===== src/rtl/lane_skid_array.sv =====
// Splits a flattened bus into independent lanes, each with a 2-entry skid buffer
// and a wrapping count of completed output transfers, then re-merges the lanes.
module lane_skid_array #(
    parameter int NUM_LANES  = 2,
    parameter int LANE_WIDTH = 1,
    parameter int CNT_WIDTH  = 8
) (
    input  logic                            clk,
    input  logic                            rst_n,
    input  logic                            i_flush,
    input  logic [NUM_LANES*LANE_WIDTH-1:0] i_data_in,
    input  logic [NUM_LANES-1:0]            i_valid,
    output logic [NUM_LANES-1:0]            o_ready,
    output logic [NUM_LANES*LANE_WIDTH-1:0] o_data_out,
    output logic [NUM_LANES-1:0]            o_valid,
    input  logic [NUM_LANES-1:0]            i_ready,
    output logic [NUM_LANES*CNT_WIDTH-1:0]  o_count
);

    typedef enum logic [1:0] {
        EMPTY = 2'd0,
        ONE   = 2'd1,
        FULL  = 2'd2
    } lane_state_e;

    localparam logic [CNT_WIDTH-1:0] CNT_ONE = CNT_WIDTH'(1);

    for (genvar k = 0; k < NUM_LANES; k++) begin : g_lane
        lane_state_e           state_q, state_d;
        logic [LANE_WIDTH-1:0] head_q, head_d;
        logic [LANE_WIDTH-1:0] skid_q, skid_d;
        logic [LANE_WIDTH-1:0] lane_in;
        logic [CNT_WIDTH-1:0]  count_q, count_d;
        logic                  push, pop;

        assign lane_in = i_data_in[k*LANE_WIDTH +: LANE_WIDTH];

        // Handshake outputs decode only the state register, never the inputs.
        assign o_valid[k] = (state_q != EMPTY);
        assign o_ready[k] = (state_q != FULL);
        assign o_data_out[k*LANE_WIDTH +: LANE_WIDTH] = head_q;
        assign o_count[k*CNT_WIDTH +: CNT_WIDTH]      = count_q;

        assign push = i_valid[k] & (state_q != FULL);
        assign pop  = i_ready[k] & (state_q != EMPTY);

        always_comb begin
            state_d = state_q;
            head_d  = head_q;
            skid_d  = skid_q;
            count_d = count_q;
            if (i_flush) begin
                state_d = EMPTY;
                count_d = '0;
            end else begin
                if (pop) begin
                    count_d = count_q + CNT_ONE;
                end
                case (state_q)
                    EMPTY: begin
                        if (push) begin
                            state_d = ONE;
                            head_d  = lane_in;
                        end
                    end
                    ONE: begin
                        if (push && pop) begin
                            head_d = lane_in;
                        end else if (push) begin
                            state_d = FULL;
                            skid_d  = lane_in;
                        end else if (pop) begin
                            state_d = EMPTY;
                        end
                    end
                    FULL: begin
                        // Ready is low here, so a pop is the only possible event.
                        if (pop) begin
                            state_d = ONE;
                            head_d  = skid_q;
                        end
                    end
                    default: begin
                        state_d = EMPTY;
                    end
                endcase
            end
        end

        always_ff @(posedge clk or negedge rst_n) begin
            if (!rst_n) begin
                state_q <= EMPTY;
                head_q  <= '0;
                skid_q  <= '0;
                count_q <= '0;
            end else begin
                state_q <= state_d;
                head_q  <= head_d;
                skid_q  <= skid_d;
                count_q <= count_d;
            end
        end
    end

endmodule


===== config.mk =====
export PLATFORM = sky130hd
export DESIGN_NAME = lane_skid_array
export DESIGN_NICKNAME = d
export VERILOG_FILES = /design/src/rtl/lane_skid_array.sv
export SDC_FILE = /design/constraint.sdc
export NUM_CORES = 1
export LEC_CHECK = 0
export ABC_AREA = 1
export BUFFER_PORTS_ARGS = -buffer_cell sky130_fd_sc_hd__buf_4
export CORE_UTILIZATION = 40
export DETAILED_ROUTE_END_ITERATION = 8
export MAX_ROUTING_LAYER = met4
export PLACE_DENSITY = 0.58
export SYNTH_ARGS = -nofsm -noshare
export SYNTH_HDL_FRONTEND = slang
export SYNTH_SLANG_ARGS = --single-unit

===== constraint.sdc =====
create_clock -name clk -period 1.2 [get_ports clk]
set_input_delay 0.06 -clock clk [delete_from_list [all_inputs] [get_ports clk]]
set_output_delay 0.06 -clock clk [all_outputs]
set_load 0.005 [all_outputs]

Yosys cells after proc, flatten, opt, wreduce, memory -nomap -nowiden:

Index checks and enable logic that the tools add are counted.

* flip-flop bits (word level): 24
* latch bits: 0
* memory bits (writable): 0
* memory bits (read-only): 0
* memories: 0

* add/subtract/negate cells: 2
* multipliers: 0
* divide/modulo/power cells: 0
* magnitude comparators: 0
* equal/unequal tests: 20
* shift operators: 0
* mux-type cells: 26
* bitwise logic cells: 7
* reduce and logical (&&, ||, !) cells: 16

Operators with widths (number)
* 8-bit two-way mux: 4
* 2-bit two-way mux: 12
* 3-bit inequality test (second input constant): 6
* 8-bit by 1-bit adder with 8-bit output (second input constant): 2
* 2-bit inequality test (second input constant): 8
* 4-bit AND reduction: 4
* 2-bit case mux with 3 select lines: 2
* 5-bit AND reduction: 2
* 4-bit inequality test (second input constant): 2
* 2-bit nonzero test: 4
* 1-bit two-way mux: 6
* 1-bit case mux with 3 select lines: 2
* 3-bit nonzero test: 2
* 1-bit bitwise AND: 4
* 2-bit by 1-bit equality test with 1-bit output (second input constant): 2
* 2-bit equality test (second input constant): 2
* 2-bit logical NOT: 2
* 1-bit NOT: 3
* 1-bit logical AND: 2

Logic depth before layout (Yosys ltp):

* depth after elaboration: 7
* gate-level depth with buffers: 8

Least setup slack after synthesis:

Ideal clock, no wire load.

* path kind: reg-to-reg
* from: reg g_lane[0].state_q[0]
* to: reg g_lane[0].skid_q
* data arrival time: 0.960 ns
* required time: 1.074 ns
* setup slack: 0.114 ns
* cell stages (with the launch flop): 7
* path buffers: 0
* clock period less this slack: 1.086 ns
* cells stage by stage: dfrtp_1 -> nor2_2 -> inv_1 -> nand2_1 -> nand2_2 -> nor2_2 -> o21ai_0

* cells in the longest elaborated chain, start to end: 5
* elaborated cells on any way between the ends: 8
* those cells by class: 2 x eq/ne; 3 x bitwise; 3 x reduce/logical

Ends and longest elaborated chain
* start: declaration: RTL line 29 `lane_state_e state_q, state_d;`
* start signal: assignment: RTL line 97 `state_q <= state_d;`
* 2-bit nonzero test
* net o_valid[0]: RTL line 15 `output logic [NUM_LANES-1:0] o_valid,`
* 1-bit bitwise AND: RTL line 45 `assign pop = i_ready[k] & (state_q != EMPTY);`
* 1-bit logical AND: RTL line 67 `if (push && pop) begin`
* 1-bit NOT (no source line)
* 4-bit AND reduction (no source line)
* end signal: assignment: RTL line 99 `skid_q <= skid_d;`
* end: declaration: RTL line 31 `logic [LANE_WIDTH-1:0] skid_q, skid_d;`

The timed path passes the listed nets, and every way through them passes these cells.
A chain may end at the register's enable or synchronous reset.

Worst setup path in the final report:

* from: reg g_lane[0].state_q[1]
* to: reg g_lane[0].count_q[6]

* cells in the longest elaborated chain, start to end: 3

Ends and longest elaborated chain
* 2-bit nonzero test: RTL line 45
* 1-bit bitwise AND: RTL line 45
* 2-bit nonzero test (no source line)
* end signal: assignment: RTL line 100 `count_q <= count_d;`
* end: declaration: RTL line 33 `logic [CNT_WIDTH-1:0] count_q, count_d;`

Every way passes these cells.

==> reports/results.tsv <==
stage	metric	value	unit
placed_design	portBuffers	30	
placed_design	gp_congestion	0.833	
clock_network	clk_pin_slew	130	ps
yosys	synth_fp_nets	208	
power	leakage	0.958	nW
floorplan	die_h	61.4	um
finish	fillers	318	
sta	finalCritPeriodShare	97.8	%
yosys	yosysUniqueCellTypes	20	
sta	clock_skew	3.82	ps
worst_setup_path	critPathMaxStageDelay	460	ps
drt	vias	1408	
sta	rsz0062_at_grt	true	
yosys	netlist_area	1410	um^2
clock_network	cts_root_buf	clkbuf_4	
clock_network	htree_num_levels	1	
global_routing	grt.total_usage	19.4	%
worst_setup_path	crit_slowest_cell	dfrtp_2	
drt	viasPerCell	4.86	
worst_setup_path	critPathCaptureType	flip-flop	
clock_network	clock-sinks	24	
power	p_per_area	951	nW/um^2
clock_network	clk_latency	310	ps
worst_setup_path	startpoint	g_lane[0].state_q[1]	
finish	num_antenna_cells	0	
drt	drt_iter0_drc	61	
worst_setup_path	cp-start-kind	flip-flop	
drt	ant_nets	0	
worst_setup_path	rr_startpoint	g_lane[0].state_q[1]	
yosys	yosysTopAreaCellShare	42.5	%
finish	drive_above_1_share	31.1	%
global_routing	grt_max_degree	25	
global_routing	grt_pass1_wl	5240	um
clock_network	cts_made_buffers	3	
drt	drt_pass1_iterations	4	
sta	hold-worst-slack	56.0	ps
worst_setup_path	crit_type	reg2reg	
clock_network	cts_tree	done	
placed_design	hpwlAfterDp	2590	um
drt	wire_per_inst	12.0	um
drt	remaining_drc_errors	0	
run	maxCapViolations	0	
yosys	syn_inst	197	
drt	drt_wl_total	3470	um
yosys	yosys.cell_count.top_type	nand2_1	
yosys	synth_commonest_cells	nand2_1, inv_1, dfrtp_1	
yosys	synthFlopType	dfrtp_1	
global_routing	overflow	0	
sta	post-route-worst-setup-slack	26.8	ps
sta	setup_tns	0	ps
floorplan	io_pins	31	
worst_setup_path	worst_ep_required_time	1410	ps
yosys	synth_edf_count	0	
worst_setup_path	worstPathArrival	1390	ps
sta	slew_headroom	70.5	%
yosys	ys_seq_area_share	42.5	%
floorplan	die_area	3770	um^2
sta	drv_slew	0	
outcome	status	complete, no violations	
floorplan	die_w	61.4	um
sta	setup_violations	0	
floorplan	core	3360	um^2
yosys	ys.warnings.count	0	
floorplan	fp-row-count	21	
power	ir_worst_vdd	0.000392	V
sta	fin_crit	1170	ps
yosys	async_reset_ff_share	100	%
sta	worst_slew_pin_slew	442	ps
worst_setup_path	reg2reg_slack	30	ps
yosys	avgSynthCellArea	7.17	um^2
yosys	yosys.area.top_type	dfrtp_1	
sta	fmax	852	MHz
min_path	hold_start	i_ready[0]	
global_routing	first_global_vias	1253	
floorplan	start_util	42.0	%
yosys	ys_ff_latch	24	
finish	area_delta_synth_final	35.6	%
clock_network	ctsLongestPathBuffers	2	
min_path	min_path_type	in2reg	
worst_setup_path	crit_path_cell_trace	nor2_4, buf_4, nor2_4, buf_4, nand4_1, nand2_1	
finish	nets	256	
power	p_total	1.82	mW
worst_setup_path	crit_fanout	5	
sta	hold_viol	0	
yosys	synth_area_leaders	dfrtp_1, nand2_1, inv_1	
global_routing	antenna_found_initial	0	
placed_design	pre_cts_ws	-7.08	ps
## through the flow
| stage | instances | utilization (%) | area (um^2) |
|---|---|---|---|
| 2_1_floorplan | 197 | - | 1410 |
| 3_3_place_gp | 271 | 50.1 | 1690 |
| 3_5_place_dp | 271 | 50.1 | 1690 |
| 4_1_cts | 279 | 52.4 | 1760 |
| 5_1_grt | 290 | 57.0 | 1920 |
| 6_report | 290 | 57.0 | 1920 |
## cell families (layout without fill, tap and decap cells)
group | Yosys count | after routing | share of synthesized area, %
simple gates | 113 | 113 | 36.1
buf+inv | 34 | 81 | 10.0
flops | 24 | 24 | 42.5
compound gates | 22 | 22 | 8.33
fa+ha+maj | 2 | 2 | 1.77
xor+xnor | 2 | 2 | 1.24
## final cells by class
type / instances / area (um^2) / area share [%]
Multi-Input combinational cell: 139 / 731 / 38.1
Sequential cell: 24 / 608 / 31.7
Timing Repair Buffer: 48 / 374 / 19.5
Inverter: 29 / 109 / 5.68
Tap cell: 46 / 57.6 / 3.00
Clock buffer: 4 / 36.3 / 1.89
## registers in the layout, indices dropped and copies added (netlist names)
register / flops
g_lane.state_q: 4
g_lane.skid_q: 2
g_lane.head_q: 2
g_lane.count_q: 16
## where the power goes
group	internal [mW]	total, mW	switching (mW)	leakage (nW)
Combinational	0.217	0.465	0.247	0.621
Sequential	0.879	0.937	0.0581	0.316
Clock	0.185	0.420	0.235	0.0210
Total	1.28	1.82	0.540	0.958
## what timing repair did
item,CTS,global route
hold endpoints to repair,27,3
hold buffers,2,2
pin swaps,0,7
setup endpoints to repair,9,21
setup buffers,2,9
resized for setup,1,25
## cell usage in the layout (no fill, tap or decap), drive strengths merged, types with 4 or more instances in the layout
cell type and count:
nand2 64, buf 44, inv 29, dfrtp 24, nor2 21, nand3 17, o21ai 16, nand4 10
dlygate4sd3 4, clkbuf 4
## routing by layer
layer / up-vias / track usage (%) / part of all wire [%]
met3: 2 / 1.89 / 2.5
li1: 722 / - / -
met2: 22 / 34.5 / 54
met1: 662 / 22.7 / 43
met4: 0 / 6.98 / 0.58
met5: - / - / 0
## critical path: cells and delay by family (launching register included)
family                 cells  cell delay, ps
and+or+nand+nor            4             330
DFF                        1             460
buffers and inverters      2             280
## final timing paths
kind                       cells after the start              endpoint
setup reg to reg                               6  g_lane[0].count_q[6]
setup / recovery                               6  g_lane[0].count_q[6]
min in group asynchronous                      2  g_lane[1].count_q[2]
hold / removal                                 3  g_lane[0].count_q[2]
max in group asynchronous                      2  g_lane[0].count_q[1]
hold reg to reg                                2      g_lane[0].head_q
(Power assumes the default switching activity.)
